--- src/rtl/hub75_line_fetch_if.sv ---
// rtl/hub75_line_fetch_if.sv - request, framebuffer and pixel-stream signals of the HUB75 line fetcher
interface hub75_line_fetch_if #(
  parameter int WIDTH      = 64,
  parameter int HEIGHT     = 32,
  parameter int COLOR_BITS = 4
);
  localparam int ROW_W = $clog2(HEIGHT / 2);
  // One code beyond the last plane so an out-of-range plane can be requested (it blanks the line).
  localparam int PL_W  = $clog2(COLOR_BITS + 1);
  localparam int AW    = $clog2(WIDTH * HEIGHT);

  logic                    line_req;
  logic [ROW_W-1:0]        line_row;
  logic [PL_W-1:0]         line_plane;
  logic                    busy;
  logic                    line_done;
  logic                    fb_rd_en;
  logic [AW-1:0]           fb_addr;
  logic [3*COLOR_BITS-1:0] fb_data;
  logic                    pix_valid;
  logic                    pix_ready;
  logic [1:0]              pix_r;
  logic [1:0]              pix_g;
  logic [1:0]              pix_b;
  logic                    pix_last;

  modport master (
    input  line_req, line_row, line_plane, fb_data, pix_ready,
    output busy, line_done, fb_rd_en, fb_addr,
    output pix_valid, pix_r, pix_g, pix_b, pix_last
  );

  modport slave (
    output line_req, line_row, line_plane, fb_data, pix_ready,
    input  busy, line_done, fb_rd_en, fb_addr,
    input  pix_valid, pix_r, pix_g, pix_b, pix_last
  );
endinterface

--- src/rtl/hub75_line_fetch.sv ---
// rtl/hub75_line_fetch.sv - fetches one HUB75 scan line from the framebuffer and streams one bit-plane as pixel pairs
module hub75_line_fetch #(
  parameter int WIDTH      = 64,
  parameter int HEIGHT     = 32,
  parameter int COLOR_BITS = 4
) (
  input  logic               clk,
  input  logic               reset,
  hub75_line_fetch_if.master bus
);
  localparam int COL_W = $clog2(WIDTH);
  localparam int ROW_W = $clog2(HEIGHT / 2);
  localparam int PL_W  = $clog2(COLOR_BITS + 1);
  localparam int AW    = $clog2(WIDTH * HEIGHT);
  localparam int CB    = COLOR_BITS;
  localparam logic [ROW_W:0]   HALF_ROWS = (ROW_W + 1)'(HEIGHT / 2);
  localparam logic [COL_W-1:0] LAST_COL  = COL_W'(WIDTH - 1);

  typedef enum logic [2:0] {
    S_IDLE,
    S_RD_TOP,
    S_RD_BOT,
    S_CAPTURE,
    S_PRESENT,
    S_DONE
  } state_t;

  state_t           state_q, state_d;
  logic [COL_W-1:0] col_q, col_d;
  logic [ROW_W-1:0] row_q, row_d;
  logic [PL_W-1:0]  plane_q, plane_d;
  logic [3*CB-1:0]  top_q, top_d;
  logic [AW-1:0]    addr_q, addr_d;
  logic [1:0]       pr_q, pr_d;
  logic [1:0]       pg_q, pg_d;
  logic [1:0]       pb_q, pb_d;
  logic             last_col;

  // Word address of (row, col); row is one bit wider so the bottom-half row fits.
  function automatic logic [AW-1:0] word_addr(input logic [ROW_W:0] r, input logic [COL_W-1:0] c);
    return AW'(r) * AW'(WIDTH) + AW'(c);
  endfunction

  // Selected plane bit of one colour component; planes past the top bit read as 0.
  function automatic logic plane_bit(input logic [CB-1:0] comp, input logic [PL_W-1:0] p);
    return |(comp & (CB'(1) << p));
  endfunction

  assign last_col = (col_q == LAST_COL);

  // Line sequencing: two reads per column, slice the plane, then hold the pair until accepted.
  always_comb begin
    state_d = state_q;
    col_d   = col_q;
    row_d   = row_q;
    plane_d = plane_q;
    top_d   = top_q;
    addr_d  = addr_q;
    pr_d    = pr_q;
    pg_d    = pg_q;
    pb_d    = pb_q;
    case (state_q)
      S_IDLE: begin
        if (bus.line_req) begin
          row_d   = bus.line_row;
          plane_d = bus.line_plane;
          col_d   = '0;
          addr_d  = word_addr({1'b0, bus.line_row}, '0);
          state_d = S_RD_TOP;
        end
      end
      S_RD_TOP: begin
        addr_d  = word_addr({1'b0, row_q} + HALF_ROWS, col_q);
        state_d = S_RD_BOT;
      end
      S_RD_BOT: begin
        top_d   = bus.fb_data;
        state_d = S_CAPTURE;
      end
      S_CAPTURE: begin
        // Bottom word is on fb_data this cycle; slice it straight into the output pair.
        pr_d    = {plane_bit(bus.fb_data[3*CB-1:2*CB], plane_q), plane_bit(top_q[3*CB-1:2*CB], plane_q)};
        pg_d    = {plane_bit(bus.fb_data[2*CB-1:CB], plane_q), plane_bit(top_q[2*CB-1:CB], plane_q)};
        pb_d    = {plane_bit(bus.fb_data[CB-1:0], plane_q), plane_bit(top_q[CB-1:0], plane_q)};
        state_d = S_PRESENT;
      end
      S_PRESENT: begin
        if (bus.pix_ready) begin
          if (last_col) begin
            state_d = S_DONE;
          end else begin
            col_d   = col_q + 1'b1;
            addr_d  = word_addr({1'b0, row_q}, col_q + 1'b1);
            state_d = S_RD_TOP;
          end
        end
      end
      S_DONE: begin
        state_d = S_IDLE;
      end
      default: begin
        state_d = S_IDLE;
      end
    endcase
  end

  // State and datapath registers; reset abandons any line in flight.
  always_ff @(posedge clk) begin
    if (reset) begin
      state_q <= S_IDLE;
      col_q   <= '0;
      row_q   <= '0;
      plane_q <= '0;
      top_q   <= '0;
      addr_q  <= '0;
      pr_q    <= '0;
      pg_q    <= '0;
      pb_q    <= '0;
    end else begin
      state_q <= state_d;
      col_q   <= col_d;
      row_q   <= row_d;
      plane_q <= plane_d;
      top_q   <= top_d;
      addr_q  <= addr_d;
      pr_q    <= pr_d;
      pg_q    <= pg_d;
      pb_q    <= pb_d;
    end
  end

  assign bus.busy      = (state_q != S_IDLE);
  assign bus.line_done = (state_q == S_DONE);
  assign bus.fb_rd_en  = (state_q == S_RD_TOP) || (state_q == S_RD_BOT);
  assign bus.fb_addr   = addr_q;
  assign bus.pix_valid = (state_q == S_PRESENT);
  assign bus.pix_last  = (state_q == S_PRESENT) && last_col;
  assign bus.pix_r     = pr_q;
  assign bus.pix_g     = pg_q;
  assign bus.pix_b     = pb_q;
endmodule

--- src/flat_wrapper.sv ---
// flat-port wrapper written by rule: the top's interface ports become plain ports
module hub75_line_fetch_flat 
#(
  parameter int WIDTH      = 64,
  parameter int HEIGHT     = 32,
  parameter int COLOR_BITS = 4
)
  (clk, reset, bus_line_req, bus_line_row, bus_line_plane, bus_fb_data, bus_pix_ready, bus_busy, bus_line_done, bus_fb_rd_en, bus_fb_addr, bus_pix_valid, bus_pix_r, bus_pix_g, bus_pix_b, bus_pix_last);
  hub75_line_fetch_if #(.WIDTH(WIDTH), .HEIGHT(HEIGHT), .COLOR_BITS(COLOR_BITS)) bus_i ();
  input  logic clk;
  input  logic reset;
  input wire logic [$bits(bus_i.line_req)-1:0] bus_line_req;
  input wire logic [$bits(bus_i.line_row)-1:0] bus_line_row;
  input wire logic [$bits(bus_i.line_plane)-1:0] bus_line_plane;
  input wire logic [$bits(bus_i.fb_data)-1:0] bus_fb_data;
  input wire logic [$bits(bus_i.pix_ready)-1:0] bus_pix_ready;
  output wire logic [$bits(bus_i.busy)-1:0] bus_busy;
  output wire logic [$bits(bus_i.line_done)-1:0] bus_line_done;
  output wire logic [$bits(bus_i.fb_rd_en)-1:0] bus_fb_rd_en;
  output wire logic [$bits(bus_i.fb_addr)-1:0] bus_fb_addr;
  output wire logic [$bits(bus_i.pix_valid)-1:0] bus_pix_valid;
  output wire logic [$bits(bus_i.pix_r)-1:0] bus_pix_r;
  output wire logic [$bits(bus_i.pix_g)-1:0] bus_pix_g;
  output wire logic [$bits(bus_i.pix_b)-1:0] bus_pix_b;
  output wire logic [$bits(bus_i.pix_last)-1:0] bus_pix_last;
  assign bus_i.line_req = bus_line_req;
  assign bus_i.line_row = bus_line_row;
  assign bus_i.line_plane = bus_line_plane;
  assign bus_i.fb_data = bus_fb_data;
  assign bus_i.pix_ready = bus_pix_ready;
  assign bus_busy = bus_i.busy;
  assign bus_line_done = bus_i.line_done;
  assign bus_fb_rd_en = bus_i.fb_rd_en;
  assign bus_fb_addr = bus_i.fb_addr;
  assign bus_pix_valid = bus_i.pix_valid;
  assign bus_pix_r = bus_i.pix_r;
  assign bus_pix_g = bus_i.pix_g;
  assign bus_pix_b = bus_i.pix_b;
  assign bus_pix_last = bus_i.pix_last;
  hub75_line_fetch #(.WIDTH(WIDTH), .HEIGHT(HEIGHT), .COLOR_BITS(COLOR_BITS)) u_core (.clk(clk), .reset(reset), .bus(bus_i));
endmodule
--- config.mk ---
export PLATFORM = sky130hd
export DESIGN_NAME = hub75_line_fetch_flat
export DESIGN_NICKNAME = d
export VERILOG_FILES = /design/src/rtl/hub75_line_fetch_if.sv /design/src/rtl/hub75_line_fetch.sv /design/src/flat_wrapper.sv
export SDC_FILE = /design/constraint.sdc
export NUM_CORES = 1
export LEC_CHECK = 0
export ABC_AREA = 1
export CAP_MARGIN = 20
export CORE_UTILIZATION = 45
export CTS_CLUSTER_SIZE = 14
export DETAILED_ROUTE_END_ITERATION = 16
export DONT_BUFFER_PORTS = 1
export PLACE_DENSITY_LB_ADDON = 0.25
export SKIP_CTS_REPAIR_TIMING = 1
export SLEW_MARGIN = 10
export SYNTH_ARGS = -nofsm -noshare
export SYNTH_HDL_FRONTEND = slang
export SYNTH_SLANG_ARGS = --single-unit
--- constraint.sdc ---
create_clock -name clk -period 1.75 [get_ports clk]
set_clock_uncertainty 0.15 [all_clocks]
set_input_delay 0.175 -clock clk [delete_from_list [all_inputs] [get_ports clk]]
set_output_delay 0.175 -clock clk [all_outputs]
set_load 0.03 [all_outputs]
==> flow_metrics.py, run 1 <==
metrics = {
    "grt": {
        "grt_max_degree": 20,
        "grt_pass1_wl_mm": 7.97,
        "grt_pass1_vias": 1843,
        "antenna_found_initial": 0,
        "track_usage_pct": 19.9,
        "grt_overflow": 0,
    },
    "cells_and_area": {
        "area.growth.synth_to_final_pct": 26.1,
        "nFillCells": 424,
        "multi_input_area_um2": 1130,
        "ff_latch_area_um2": 912,
        "diodes": 0,
        "drive_gt1_share_pct": 13.7,
        "nNetsFinal": 388,
    },
    "job": {
        "drv_cap": 0,
    },
    "routing": {
        "drt_wl_total_mm": 5.14,
        "route.antenna.remaining_nets": 0,
        "dr.first_iter.drc_count": 138,
        "post_drt_wl_per_cell_um": 12.3,
        "dr.pass1.iters": 12,
        "drt-met1-wl_mm": 2.23,
        "routed_via_density": 5.03,
        "wl_met3_um": 349,
        "wl_met2_mm": 2.50,
        "top_layer_used": "met4",
        "vias": 2096,
        "route.detailed.drc": 3,
    },
    "worst_setup_path": {
        "crit_required_ns": 1.42,
        "crit_slowest_cell": "dfxtp_2",
        "worstPathCellList": "inv_1 -> nand2_2 -> nor2_4 -> buf_4 -> clkinvlp_4",
        "worst-path-max-fanout": 5,
        "r2r_slack_ns": 0.14,
        "critical_path_arrival_ns": 1.37,
        "startpoint_type": "flop",
        "crit_type": "reg -> out",
        "endpoint_kind": "output port",
        "crit_path_max_incr_delay_ns": 0.36,
    },
    "sta": {
        "fin_crit_sh_pct": 96.9,
        "finalHoldViolCount": 1,
        "rsz0062_at_grt": "no",
        "holdWs_ns": -0.0393,
        "fmax_mhz": 590,
        "final_max_slew_viol_count": 0,
        "setup_violations": 0,
        "relSlewSlack_pct": 73.7,
        "fin_crit_ns": 1.69,
        "worstMarginPinSlew_ns": 0.394,
    },
    "logic_synthesis": {
        "synthCells": 325,
        "ys_types": 24,
        "synth_xor_area_share_pct": 0.407,
        "syn-cell-area_um2": 2150,
        "yosys_warnings": 0,
        "synth.net_count": 349,
        "synth_top_family_by_area": "simple AND/OR/NAND/NOR gates",
        "ys_ff_latch": 45,
        "muxShareOfSynthArea_pct": 0,
        "yosysSeqAreaShare_pct": 41.9,
        "synth-compound-area-share_pct": 13.1,
        "yosys.area_share.adder_pct": 0.581,
        "synth-simple-area-share_pct": 36.3,
        "syn_avg_cell_area_um2": 6.62,
    },
    "clock_tree": {
        "cts_sinks": 45,
        "cts_tree": "yes",
        "cts_root_buffer": "clkbuf_8",
        "cts.htree.levels": 2,
        "worstSkewPairLatency_ns": 0.31,
        "path_clk_slew_ns": 0.09,
        "cts_buffers": 5,
        "cts_buffer_depth": 2,
    },
    "power": {
        "vdd_drop_max_mv": 0.575,
        "pwr_density_cell_nw_per_um2": 1000,
        "p_leak_nw": 1.22,
        "total_power_mw": 2.72,
    },
    "die": {
        "io_pins": 45,
        "start_util_pct": 48.1,
        "die-area_um2": 5060,
        "fp-row-count": 24,
        "die_x_um": 71.2,
        "core_area_um2": 4470,
        "die_y_um": 71.2,
    },
    "hold_path": {
        "min_path_type": "in -> reg",
    },
    "place": {
        "globalplace.congestion": 0.862,
        "numPortBuffers": 0,
        "place_hpwl_mm": 3.44,
    },
    "status": {
        "outcome": "complete, but fails checks",
        "violations": "design-rule violations, negative hold slack",
    },
}
## cells in the final DEF, fill, tap and decap left out, types with 4 or more instances in the layout
cell	synthesis	routed
a21oi_1	17	17
buf_4	0	16
clkbuf_8	0	6
dfxtp_1	45	40
dlygate4sd3_1	0	21
inv_1	31	28
nand2_1	74	71
nand3_1	26	25
nor2_1	65	64
nor2_4	3	5
nor3_1	5	5
o21ai_0	32	32
o21bai_1	4	4
## path summary, 6_finish.rpt
kind,startpoint,end,depth (start not counted)
setup / recovery,u_core.state_q[1],bus_busy,5
hold reg to reg,u_core.top_q[11],u_core.top_q[11],2
setup reg to reg,u_core.col_q[1],u_core.bus.fb_addr[9],10
hold / removal,bus_fb_data[1],u_core.bus.pix_b[1],4
## power breakdown
| part | switching (mW) | internal (mW) | leakage (nW) |
|---|---|---|---|
| sequential | 0.192 | 1.15 | 0.372 |
| clock | 0.389 | 0.328 | 0.0518 |
| combinational | 0.383 | 0.274 | 0.797 |
| total | 0.965 | 1.75 | 1.22 |
## state kept, by name (all words and copies together), names as in the netlist
| name | flops |
|---|---|
| u_core.row_q | 4 |
| u_core.state_q | 3 |
| u_core.bus.pix_b | 2 |
| u_core.top_q | 12 |
| u_core.plane_q | 3 |
| u_core.bus.fb_addr | 11 |
| u_core.bus.pix_g | 2 |
| u_core.col_q | 6 |
| u_core.bus.pix_r | 2 |
## cells by family (layout without fill, tap and decap cells)
group	Yosys count	count (layout)
buf+inv	41	81
compound gates	54	54
fa+ha+maj	1	1
simple gates	183	183
xor+xnor	1	1
flops	45	45
## synth_stat cells
master | n | area share (%)
nand2_1 | 74 | 13
nor2_1 | 65 | 11
dfxtp_1 | 45 | 42
o21ai_0 | 32 | 7.4
inv_1 | 31 | 5.4
nand3_1 | 26 | 6.0
a21oi_1 | 17 | 4.0
nor3_1 | 5 | 1.2
buf_2 | 4 | 0.93
o21bai_1 | 4 | 1.4
and2_0 | 3 | 0.87
clkbuf_1 | 3 | 0.52
nor2_4 | 3 | 1.6
nand3_2 | 2 | 0.93
nor2_2 | 2 | 0.58
and2_1 | 1 | 0.29
buf_6 | 1 | 0.52
clkinv_1 | 1 | 0.17
ha_1 | 1 | 0.58
inv_2 | 1 | 0.17
nand2_2 | 1 | 0.29
nand3b_1 | 1 | 0.35
o22ai_1 | 1 | 0.29
xnor2_1 | 1 | 0.41
## worst max-delay path: cells and delay by family, from the launching register on
family	cells	cell delay [ns]
AND/OR/NAND/NOR	2	0.26
flip-flops	1	0.36
buffers and inverters	3	0.45
## routing by layer
layer	GRT usage, %	vias to the layer above
met3	5.84	7
met2	32.0	74
li1	-	1113
met5	0	-
met4	8.44	0
met1	24.9	902
## metrics by stage
stage / cell area (µm²) / cells / util, % / setup slack (ns) / TNS [ns]
4_1_cts: 2380 / 390 / 53.3 / -0.197 / -0.239
6_report: 2710 / 417 / 60.7 / 0.0551 / 0
2_1_floorplan: 2150 / 325 / - / 0.0713 / 0
3_3_place_gp: 2280 / 382 / 51.1 / 0.118 / 0
5_1_grt: 2710 / 417 / 60.7 / 0.00124 / 0
3_5_place_dp: 2280 / 382 / 51.1 / 0.0997 / 0
## final cells by class
| class | count | share of cell area (%) |
|---|---|---|
| multi-input combinational | 239 | 41.5 |
| sequential | 45 | 33.6 |
| timing repair buffer | 40 | 14.1 |
| inverter | 33 | 4.70 |
| clock buffer | 6 | 3.04 |
| tap | 52 | 2.40 |
| clock inverter | 2 | 0.645 |
(Power assumes the default switching activity.)
==> inputs of run 2 (changes only) <==
--- a/config.mk
+++ b/config.mk
@@ -13,6 +13,7 @@
 export DONT_BUFFER_PORTS = 1
 export PLACE_DENSITY_LB_ADDON = 0.25
 export SKIP_CTS_REPAIR_TIMING = 1
+export SKIP_LAST_GASP = 1
 export SLEW_MARGIN = 10
 export SYNTH_ARGS = -nofsm -noshare
 export SYNTH_HDL_FRONTEND = slang
==> results of run 2 <==
No change in the layout: final DEF, timing and power equal those of run 1.
==> inputs of run 3 (changes only) <==
--- a/config.mk
+++ b/config.mk
@@ -6,12 +6,14 @@
 export NUM_CORES = 1
 export LEC_CHECK = 0
 export ABC_AREA = 1
+export ABC_CLOCK_PERIOD_IN_PS = 1750
 export CAP_MARGIN = 20
-export CORE_UTILIZATION = 45
+export CORE_UTILIZATION = 57
 export CTS_CLUSTER_SIZE = 14
 export DETAILED_ROUTE_END_ITERATION = 16
 export DONT_BUFFER_PORTS = 1
 export PLACE_DENSITY_LB_ADDON = 0.25
+export REMOVE_ABC_BUFFERS = 1
 export SKIP_CTS_REPAIR_TIMING = 1
 export SKIP_LAST_GASP = 1
 export SLEW_MARGIN = 10
==> run 3 against run 2 <==
Compared with the run above: largest power group unchanged; flip-flop and latch count stayed put; critical path type unchanged; largest cell class unchanged; core utilization up 17 points; worst setup slack got worse by 0.0029 ns; clock-buffer cell count up 1; register-to-register slack got worse by 0.07 ns; wire length is 9.4% higher; the run ends with negative hold slack left; first-iteration DRC count rose by 67%; cell area is 1.1% lower; final cell count shrank 1.7%; highest routed layer unchanged; critical endpoint is now bus_pix_last.
==> flow_metrics.py, run 3 (synthesis gave the netlist of run 1 again) <==
metrics = {
    "routing": {
        "drt_wl_total_mm": 5.63,
        "routed_via_density": 5.46,
        "post_drt_wl_per_cell_um": 13.7,
        "vias": 2240,
        "dr.pass1.iters": 4,
        "route.antenna.remaining_nets": 0,
        "dr.first_iter.drc_count": 230,
        "route.detailed.drc": 0,
    },
    "power": {
        "pwr_density_cell_nw_per_um2": 1050,
        "total_power_mw": 2.83,
        "vdd_drop_max_mv": 0.744,
        "p_leak_nw": 1.21,
    },
    "cells_and_area": {
        "layout_commonest_cell": "nand2_1",
        "nNetsFinal": 387,
        "regMostFlops": "u_core.top_q",
        "area.growth.synth_to_final_pct": 24.7,
        "largest_reg_flops": 12,
        "drive_gt1_share_pct": 12.6,
        "diodes": 0,
        "final_cell_mix": "nand2_1 (72), nor2_1 (64), dfxtp_1 (41)",
    },
    "die": {
        "fp-row-count": 21,
        "io_pins": 45,
        "die_x_um": 63.4,
        "core_area_um2": 3470,
        "die-area_um2": 4030,
        "die_y_um": 63.4,
        "start_util_pct": 62.0,
    },
    "clock_tree": {
        "cts_buffer_depth": 2,
        "worstSkewPairLatency_ns": 0.30,
        "cts.htree.levels": 2,
        "path_clk_slew_ns": 0.09,
        "cts_buffers": 5,
        "cts_root_buffer": "clkbuf_8",
        "cts_sinks": 45,
        "cts_tree": "yes",
    },
    "grt": {
        "antenna_found_initial": 0,
        "grt_max_degree": 23,
        "grtUsageMet2_pct": 40.0,
        "grt_overflow": 0,
        "met3_usage_pct": 8.15,
        "grt_pass1_vias": 1910,
        "use_met1_pct": 33.5,
        "grt-busiest-layer": "met2",
        "grt_pass1_wl_mm": 8.21,
        "track_usage_pct": 25.8,
    },
    "sta": {
        "finalHoldViolCount": 3,
        "setup_violations": 0,
        "final_max_slew_viol_count": 0,
        "rsz0062_at_grt": "yes",
        "worstMarginPinSlew_ns": 0.337,
        "fmax_mhz": 589,
        "fin_crit_ns": 1.70,
        "holdWs_ns": -0.0364,
        "fin_crit_sh_pct": 97.0,
        "relSlewSlack_pct": 77.5,
    },
    "status": {
        "outcome": "complete, but fails checks",
        "violations": "negative hold slack",
    },
    "worst_setup_path": {
        "reg2regPathDepth": 11,
        "startpoint_type": "flop",
        "critical_path_arrival_ns": 1.37,
        "endpoint_kind": "output port",
        "worst-path-max-fanout": 6,
        "crit_type": "reg -> out",
        "crit_required_ns": 1.42,
    },
    "place": {
        "numPortBuffers": 0,
        "globalplace.congestion": 0.917,
        "place_hpwl_mm": 3.41,
    },
    "hold_path": {
        "min_path_type": "in -> reg",
        "hold-path-cell-count": 2,
    },
    "job": {
        "drv_cap": 0,
    },
}
run 3: cell type report:
class                           count  area, µm²
Tap cell                           46       57.6
Multi-Input combinational cell    239       1110
Sequential cell                    45        908
Inverter                           33        128
Clock inverter                      1       30.0
Timing Repair Buffer               39        359
Clock buffer                        7       86.3
Fill cell                         268        785
run 3: routing by layer:
layer,up-vias,share of wire (%)
met5,-,0
met4,0,1.6
met3,11,7.6
met2,97,47
met1,1020,44
li1,1112,-
run 3: path summary, 6_finish.rpt:
kind | end | start | slack [ns]
max | bus_pix_last | u_core.col_q[0] | 0.05
min | u_core.plane_q[0] | bus_line_plane[0] | -0.04
max reg2reg | u_core.bus.fb_addr[8] | u_core.col_q[0] | 0.07
min reg2reg | u_core.top_q[4] | u_core.top_q[4] | 0.31
run 3: per-stage QoR:
| step | utilization [%] | setup TNS, ns | instances | instance area [µm²] | worst slack, ns |
|---|---|---|---|---|---|
| floorplan | - | 0 | 317 | 2110 | 0.0599 |
| global placement | 65.3 | 0 | 376 | 2260 | 0.0542 |
| detailed placement | 65.3 | 0 | 376 | 2260 | 0.0514 |
| CTS | 68.7 | -0.257 | 384 | 2380 | -0.182 |
| global route | 77.4 | -0.00499 | 410 | 2680 | -0.00499 |
| finish | 77.4 | 0 | 410 | 2680 | 0.0522 |
run 3: where the power goes:
group	switching, mW	internal (mW)	total, mW
clock network	0.357	0.466	0.823
logic	0.408	0.266	0.674
registers	0.183	1.15	1.33
total	0.948	1.88	2.83
run 3: critical path, cell delays in order, from the launching register on:
cell     delay [ns]
dfxtp_2        0.37
ha_4           0.15
nand2_2        0.07
inv_1          0.05
nand2_1        0.09
nor2_4         0.17
buf_6          0.16
